## src/rtl/bus_pkg.sv

```systemverilog
// Shared types and defaults for the cpu4510 bus controller: device select,
// wait-state FSM encoding and the address decode helper.
package bus_pkg;

  typedef enum logic [1:0] {
    BUS_MEM = 2'd0,
    BUS_IO  = 2'd1,
    BUS_HYP = 2'd2
  } bus_dev_e;

  typedef enum logic {
    ST_IDLE = 1'b0,
    ST_WAIT = 1'b1
  } bus_st_e;

  localparam logic [19:0] IO_ADDR_DEF  = 20'h0BFFC;
  localparam logic [13:0] HYP_BASE_DEF = 14'h0359;

  // IO wins over the hyper_ctrl window, which wins over RAM.
  function automatic bus_dev_e bus_decode(input logic [19:0] addr,
                                          input logic [19:0] io_addr,
                                          input logic [13:0] hyp_base);
    bus_dev_e dev;
    dev = BUS_MEM;
    if (addr == io_addr)
      dev = BUS_IO;
    else if (addr[19:6] == hyp_base)
      dev = BUS_HYP;
    return dev;
  endfunction

endpackage

```

## src/rtl/bus_wait_gen.sv

```systemverilog
// Wait-state generator: holds CPU ready low for the decoded device's wait
// count, then releases it unless the mapper is stalling.
module bus_wait_gen
  import bus_pkg::*;
(
  input  logic       clk,
  input  logic       reset,
  input  logic [3:0] wait_i,
  input  logic       mapper_busy_i,
  output logic       ready_o
);

  bus_st_e    state_q, state_d;
  logic [3:0] cnt_q, cnt_d;
  logic       rdy;

  always_comb begin
    state_d = state_q;
    cnt_d   = cnt_q;
    rdy     = 1'b0;
    case (state_q)
      ST_IDLE: begin
        if (wait_i == 4'd0) begin
          rdy = ~mapper_busy_i;
        end else begin
          cnt_d   = wait_i - 4'd1;
          state_d = ST_WAIT;
        end
      end
      ST_WAIT: begin
        // mapper_busy only masks ready; the count keeps running underneath it
        rdy = (cnt_q == 4'd0) & ~mapper_busy_i;
        if (cnt_q != 4'd0)
          cnt_d = cnt_q - 4'd1;
        if (rdy)
          state_d = ST_IDLE;
      end
      default: state_d = ST_IDLE;
    endcase
  end

  assign ready_o = rdy & ~reset;

  always_ff @(posedge clk) begin
    if (reset) begin
      state_q <= ST_IDLE;
      cnt_q   <= 4'd0;
    end else begin
      state_q <= state_d;
      cnt_q   <= cnt_d;
    end
  end

endmodule

```

## src/rtl/bus_ctrl.sv

```systemverilog
// cpu4510 bus controller: decodes the next-cycle address, inserts per-device
// wait states, strobes RAM writes, owns the irq/nmi I/O port, muxes read data.
module bus_ctrl
  import bus_pkg::*;
#(
  parameter logic [3:0]  MEM_WAIT = 4'd0,
  parameter logic [3:0]  IO_WAIT  = 4'd1,
  parameter logic [3:0]  HYP_WAIT = 4'd0,
  parameter logic [19:0] IO_ADDR  = IO_ADDR_DEF,
  parameter logic [13:0] HYP_BASE = HYP_BASE_DEF
)(
  input  logic        clk,
  input  logic        reset,
  input  logic [19:0] address_next,
  input  logic        write_next,
  input  logic [7:0]  data_o_next,
  input  logic        mapper_busy,
  input  logic [7:0]  mem_data_i,
  input  logic [7:0]  hyper_data_i,
  output logic        ready,
  output logic [7:0]  data_i,
  output logic        mem_we,
  output logic        hyper_cs,
  output logic        io_cs,
  output logic [7:0]  io_port,
  output logic        irq,
  output logic        nmi
);

  bus_dev_e   dev_d, dev_q;
  logic [3:0] wait_sel;
  logic       rdy;
  logic [7:0] io_port_q, io_port_d;

  always_comb begin
    dev_d    = bus_decode(address_next, IO_ADDR, HYP_BASE);
    io_cs    = (dev_d == BUS_IO);
    hyper_cs = (dev_d == BUS_HYP);
    case (dev_d)
      BUS_IO:  wait_sel = IO_WAIT;
      BUS_HYP: wait_sel = HYP_WAIT;
      default: wait_sel = MEM_WAIT;
    endcase
  end

  bus_wait_gen u_wait (
    .clk           (clk),
    .reset         (reset),
    .wait_i        (wait_sel),
    .mapper_busy_i (mapper_busy),
    .ready_o       (rdy)
  );

  assign ready  = rdy;
  assign mem_we = write_next & rdy & ~io_cs & ~hyper_cs;

  always_comb begin
    io_port_d = io_port_q;
    if (io_cs & write_next & rdy)
      io_port_d = data_o_next;
  end

  // dev_q remembers which slave owns the data coming back this cycle
  always_ff @(posedge clk) begin
    if (reset) begin
      io_port_q <= 8'h00;
      dev_q     <= BUS_MEM;
    end else begin
      io_port_q <= io_port_d;
      dev_q     <= dev_d;
    end
  end

  always_comb begin
    case (dev_q)
      BUS_IO:  data_i = io_port_q;
      BUS_HYP: data_i = hyper_data_i;
      default: data_i = mem_data_i;
    endcase
  end

  assign io_port = io_port_q;
  assign irq     = io_port_q[0];
  assign nmi     = io_port_q[1];

endmodule
```

## config.mk

```make
export PLATFORM = sky130hd
export DESIGN_NAME = bus_ctrl
export DESIGN_NICKNAME = d
export VERILOG_FILES = /design/src/rtl/bus_pkg.sv /design/src/rtl/bus_wait_gen.sv /design/src/rtl/bus_ctrl.sv
export SDC_FILE = /design/constraint.sdc
export NUM_CORES = 1
export LEC_CHECK = 0
export ABC_AREA = 1
export BUFFER_PORTS_ARGS = -buffer_cell sky130_fd_sc_hd__buf_2
export CAP_MARGIN = 5
export CORE_MARGIN = 2
export CORE_UTILIZATION = 39
export CTS_BUF_LIST = sky130_fd_sc_hd__clkbuf_4
export DETAILED_ROUTE_END_ITERATION = 8
export GPL_ROUTABILITY_DRIVEN = 0
export PLACE_DENSITY = 0.72
export SYNTH_ARGS = -nofsm -noshare
export SYNTH_HDL_FRONTEND = slang
export SYNTH_HIERARCHICAL = 1
export SYNTH_SLANG_ARGS = --single-unit
```

## constraint.sdc

```tcl
create_clock -name clk -period 1.95 [get_ports clk]
set_input_delay 0.195 -clock clk [delete_from_list [all_inputs] [get_ports clk]]
set_output_delay 0.195 -clock clk [all_outputs]
set_load 0.05 [all_outputs]
```

==> results.sh, run 1 <==
export IMPL_synth_compound_area_frac=0.109
export IMPL_period_share=0.944
export IMPL_crit_arrival_ns=1.65
export IMPL_synth_seq_cells=15
export IMPL_die_area_sq_um=3660
export IMPL_areaGrowthSynthToFinish_pct=43.8
export IMPL_start_util=0.407
export IMPL_root_buffer="clkbuf_4"
export IMPL_routed_wirelength_um=3240
export IMPL_syn_cell_area_sq_um=1240
export IMPL_finalCriticalPeriod_ns=1.84
export IMPL_ctsLongestPathBuffers=2
export IMPL_synthSimpleGateAreaFrac=0.488
export IMPL_synthesis_instances=207
export IMPL_grt_pass1_vias=1266
export IMPL_drv_slew=0
export IMPL_grt_pass1_wl_um=5110
export IMPL_drc=0
export IMPL_dp_hpwl_um=2600
export IMPL_start_kind="register"
export IMPL_antenna_found_initial=0
export IMPL_reg2reg_slack_ns=0.27
export IMPL_grtUsageTotal=0.180
export IMPL_hold_viol_final=0
export IMPL_status="finished, final reports clean"
export IMPL_drt_initial_drc_count=54
export IMPL_max_freq_mhz=543
export IMPL_grt_setup_unrepaired="yes"
export IMPL_setup_viol=0
export IMPL_fill_cells=333
export IMPL_die_w_um=60.5
export IMPL_avgSynthCellArea_sq_um=6.01
export IMPL_ys_types=22
export IMPL_cts_made_buffers=3
export IMPL_synth_top_family_by_area="simple AND/OR/NAND/NOR gates"
export IMPL_hp_class="input pin to register"
export IMPL_ys_top_cells_by_area="dfxtp_1 (24%), nand2_1 (17%), a21oi_1 (10%), inv_1 (9.1%), nor2_1 (8.8%)"
export IMPL_clock_latency_ns=0.30
export IMPL_p_leak_nw=0.972
export IMPL_holdWs_ns=0.156
export IMPL_pin_count=70
export IMPL_synth_mux_area_frac=0
export IMPL_finalClockSkew_ns=0.00132
export IMPL_ant_nets=0
export IMPL_ir_worst_vdd_uv=241
export IMPL_postPlaceCellArea_sq_um=1710
export IMPL_port_buffers=69
export IMPL_nets=341
export IMPL_grt_ovfl_total=0
export IMPL_detail_route_wl_per_cell_um=9.72
export IMPL_pre_cts_slack_ns=0.0659
export IMPL_viasPerCell=4.46
export IMPL_synth_top_area_share=0.241
export IMPL_end_kind="output port"
export IMPL_required_ns=1.75
export IMPL_n_antenna_cell=0
export IMPL_num_rows=20
export IMPL_grt_max_degree=17
export IMPL_synthAdderAreaFrac=0.0302
export IMPL_cp_max_fo=3
export IMPL_drive_gt1_frac=0.374
export IMPL_tritoncts="built"
export IMPL_final_util=0.586
export IMPL_ys_warn_count=6
export IMPL_holdBufCountCts=0
export IMPL_fp_dieH_um=60.5
export IMPL_clkTransAtPathRegs_ns=0.09
export IMPL_synth_top_cell_by_area="dfxtp_1"
export IMPL_design_area_sq_um=1790
export IMPL_synth_xor_area_frac=0
export IMPL_yosysSeqAreaShare=0.241
export IMPL_drtPass1Iterations=5
export IMPL_p_per_area_nw_per_um2=492
export IMPL_vias=1484
export IMPL_max_cap_viol_count=0
export IMPL_setup_tns_final_ns=0
export IMPL_critPathKind="register to output port"
export IMPL_clkSinkCount=15
export IMPL_setup_slack_ns=0.109
export IMPL_htreeDepth=1
export IMPL_coreArea_sq_um=3050
-- critical path, cell delays in order, from the launching register on --
cell     delay [ns]
dfxtp_4        0.37
nor2_4         0.10
nand2_1        0.07
nand2_2        0.10
nand2_4        0.08
nor3_4         0.18
nand2_1        0.08
inv_2          0.08
nand2_4        0.05
nor2_4         0.09
buf_8          0.15
-- path summary, 6_finish.rpt --
path | startpoint | endpoint | cells after the start
max reg2reg | u_wait/cnt_q[1] | io_port[3] | 12
min reg2reg | u_wait/cnt_q[2] | u_wait/cnt_q[2] | 2
min | reset | u_wait/cnt_q[1] | 2
max | u_wait/cnt_q[1] | mem_we | 10
-- final cells by class --
cell class              instances  area (sq um)  share of cell area
clock inverters                 1          5.00             0.00280
flip-flops and latches         15           307               0.171
multi-input cells             162           865               0.484
well taps                      44          55.1              0.0308
clock buffers                   3          22.5              0.0126
inverters                      31           116              0.0651
repair buffers                 77           418               0.234
-- cell usage in the layout, fill, tap and decap left out --
master,n
buf_2,67
nand2_1,51
inv_1,30
nor2_1,27
a21oi_1,26
nand4_1,12
dfxtp_1,12
conb_1,9
buf_4,8
nor2_4,7
nand3_1,6
nor2_2,5
nand2_2,5
clkbuf_4,4
ha_1,3
nor3_1,2
nand3b_1,2
nand3_4,2
nand2_4,2
dfxtp_2,2
nor2_8,1
inv_2,1
clkinv_2,1
buf_8,1
nor3_4,1
o21ai_1,1
dfxtp_4,1
-- cell usage after synthesis --
cell	count
nand2_1	55
inv_1	30
nor2_1	29
a21oi_1	26
dfxtp_1	15
nand4_1	12
nand3_1	6
nor2_2	6
nor2_4	4
ha_1	3
nand2_2	3
nor3_1	3
buf_1	2
buf_2	2
buf_4	2
nand3_4	2
nand3b_1	2
buf_6	1
conb_1	1
inv_2	1
nor2_8	1
o21ai_1	1
-- through the flow --
stage                     cells  total power, mW
after CTS                   329            0.850
after floorplan             215            0.572
after detailed placement    325            0.667
after global placement      325            0.663
final                       333            0.880
after global routing        333            0.936
-- state kept, by name (all words and copies together) (netlist names) --
| name | flops |
|---|---|
| u_wait/cnt_q | 4 |
| dev_q | 2 |
| io_port | 8 |
| u_wait/state_q | 1 |
-- routing by layer --
layer | up-vias | global-route usage | routed length, um
met5 | - | 0 | 0
li1 | 807 | - | -
met3 | 7 | 0.0149 | 210
met1 | 613 | 0.233 | 1450
met4 | 0 | 0.0839 | 61
met2 | 57 | 0.306 | 1520
-- report_power, final --
part / switching [mW] / leakage [nW] / internal [mW]
sequential: 0.0173 / 0.123 / 0.329
combinational: 0.208 / 0.831 / 0.140
clock: 0.110 / 0.0177 / 0.0766
total: 0.335 / 0.972 / 0.545
-- logic make-up after synthesis --
logic type,after synthesis
buf+inv,38
compound gates,27
simple gates,123
fa+ha+maj,3
flops,15
other cells,1
-- timing repair --
action	CTS	global route
setup endpoints to repair	1	2
resized for setup	1	7
buffers inserted	0	4
pin swaps	0	6
(Power assumes the default switching activity.)
==> inputs of run 2 (changes only) <==
- CORE_MARGIN: 2 -> 4
- REMOVE_ABC_BUFFERS: unset -> 1
==> run 2 against run 1 <==
- worst hold slack improved by 0.037 ns
- critical path depth unchanged
- sequential power decreased by 2%
- non-clock buffer count decreased by 3
- critical endpoint unchanged
- clock skew about the same
- routed wire length decreased by 3.1%
- clock power decreased by 5%
- highest routed layer unchanged
- global-route usage decreased by 2.8 points
- cell count decreased by 0.90%
- flip-flop and latch count unchanged
==> results.sh, run 2 (same netlist as run 1, synthesis figures left out) <==
export IMPL_status="finished, final reports clean"
export IMPL_dp_hpwl_um=2650
export IMPL_setup_tns_final_ns=0
export IMPL_setup_viol=0
export IMPL_largest_reg_flops=8
export IMPL_grt_max_degree=17
export IMPL_ant_nets=0
export IMPL_htreeDepth=1
export IMPL_grt_setup_unrepaired="yes"
export IMPL_pin_count=70
export IMPL_cp_max_fo=4
export IMPL_num_rows=20
export IMPL_nets=338
export IMPL_tritoncts="built"
export IMPL_clock_latency_ns=0.26
export IMPL_drt_initial_drc_count=47
export IMPL_crit_arrival_ns=1.64
export IMPL_detail_route_wl_per_cell_um=9.51
export IMPL_period_share=0.941
export IMPL_routed_wirelength_um=3140
export IMPL_p_per_area_nw_per_um2=479
export IMPL_die_area_sq_um=4160
export IMPL_finalCriticalPeriod_ns=1.83
export IMPL_clkTransAtPathRegs_ns=0.08
export IMPL_ctsLongestPathBuffers=2
export IMPL_holdWs_ns=0.193
export IMPL_required_ns=1.75
export IMPL_die_w_um=64.5
export IMPL_port_buffers=69
export IMPL_holdPathStages=3
export IMPL_areaGrowthSynthToFinish_pct=38.8
export IMPL_reg2reg_slack_ns=0.39
export IMPL_worstHoldStart="mapper_busy"
export IMPL_grt_pass1_vias=1295
export IMPL_p_leak_nw=0.946
export IMPL_postPlaceCellArea_sq_um=1670
export IMPL_max_cap_viol_count=0
export IMPL_coreArea_sq_um=3050
export IMPL_finalClockSkew_ns=0.000904
export IMPL_drive_gt1_frac=0.343
export IMPL_pre_cts_slack_ns=0.0567
export IMPL_setup_slack_ns=0.116
export IMPL_ir_worst_vdd_uv=191
export IMPL_critPathKind="register to output port"
export IMPL_vias=1434
export IMPL_design_area_sq_um=1730
export IMPL_grtUsageTotal=0.152
export IMPL_start_kind="register"
export IMPL_drtPass1Iterations=4
export IMPL_antenna_found_initial=0
export IMPL_grt_ovfl_total=0
export IMPL_hold_viol_final=0
export IMPL_final_common_cell="buf_2"
export IMPL_fp_dieH_um=64.5
export IMPL_finalPower_mw=0.827
export IMPL_stdcell_count=330
export IMPL_end_kind="output port"
export IMPL_root_buffer="clkbuf_4"
export IMPL_hp_class="input pin to register"
export IMPL_viasPerCell=4.35
export IMPL_drv_slew=0
export IMPL_r2r_end="io_port[1]"
export IMPL_clkSinkCount=15
export IMPL_grt_pass1_wl_um=5290
export IMPL_reg2reg_from="u_wait/cnt_q[1]"
export IMPL_n_antenna_cell=0
export IMPL_cts_made_buffers=3
export IMPL_final_util=0.566
export IMPL_min_to="u_wait/state_q"
export IMPL_dp_cells=326
export IMPL_max_freq_mhz=545
export IMPL_start_util=0.407
export IMPL_mostFrequentLayoutCells="buf_2 (62), nand2_1 (55), inv_1 (29), nor2_1 (29), a21oi_1 (26)"
export IMPL_r2r_cells=11
export IMPL_drc=0
## run 2: cell count changes in the layout (fill, tap and decap cells not counted), moves of 2 or more
cell / before / now
clkbuf_4: 4 / 10
buf_2: 67 / 62
nand2_1: 51 / 55
buf_4: 8 / 5
dfxtp_1: 12 / 15
nor2_4: 7 / 4
dfxtp_2: 2 / 0
nand2_2: 5 / 3
nand2_4: 2 / 0
nor2_1: 27 / 29
## run 2: layout make-up
class / instances / area [sq um]
fill: 317 / 1330
multi-input combinational: 162 / 821
timing repair buffer: 74 / 404
sequential: 15 / 300
inverter: 31 / 116
tap: 44 / 55.1
clock buffer: 4 / 30.0
## run 2: worst max path at each step
| stage | cells past startpoint | start | end |
|---|---|---|---|
| after floorplan | 14 | address_next[14] | mem_we |
| after global placement | 15 | address_next[15] | mem_we |
| after detailed placement | 15 | address_next[15] | mem_we |
| after CTS | 10 | u_wait/cnt_q[1] | mem_we |
| after global routing | 10 | u_wait/cnt_q[1] | mem_we |
| final | 10 | u_wait/cnt_q[1] | mem_we |
## run 2: critical path: stages, from the launching register on
cell and delay (ns):
dfxtp_1 0.34, nor2_1 0.13, nand2_1 0.06, nand2_1 0.10, nand2_1 0.09, nor3_2 0.14, nand2_1 0.10, inv_2 0.06
nand2_1 0.04, nor2_1 0.12, buf_6 0.18
## run 2: power by group
part	switching [mW]	internal, mW	leakage, nW
Combinational	0.188	0.123	0.805
Clock	0.0843	0.0929	0.0184
Sequential	0.0136	0.325	0.122
## run 2: repair_timing
action | CTS | global route
setup buffers | 0 | 0
endpoints found under the setup margin | 9 | 9
resized for setup | 2 | 9
hold buffers | 0 | 0
## run 2: metal layers
layer / track usage / up-vias / wire, um
met5: 0 / - / 0
met4: 0.0580 / 0 / 52
met3: 0.0156 / 6 / 165
met2: 0.255 / 39 / 1470
met1: 0.200 / 589 / 1450
li1: - / 800 / -
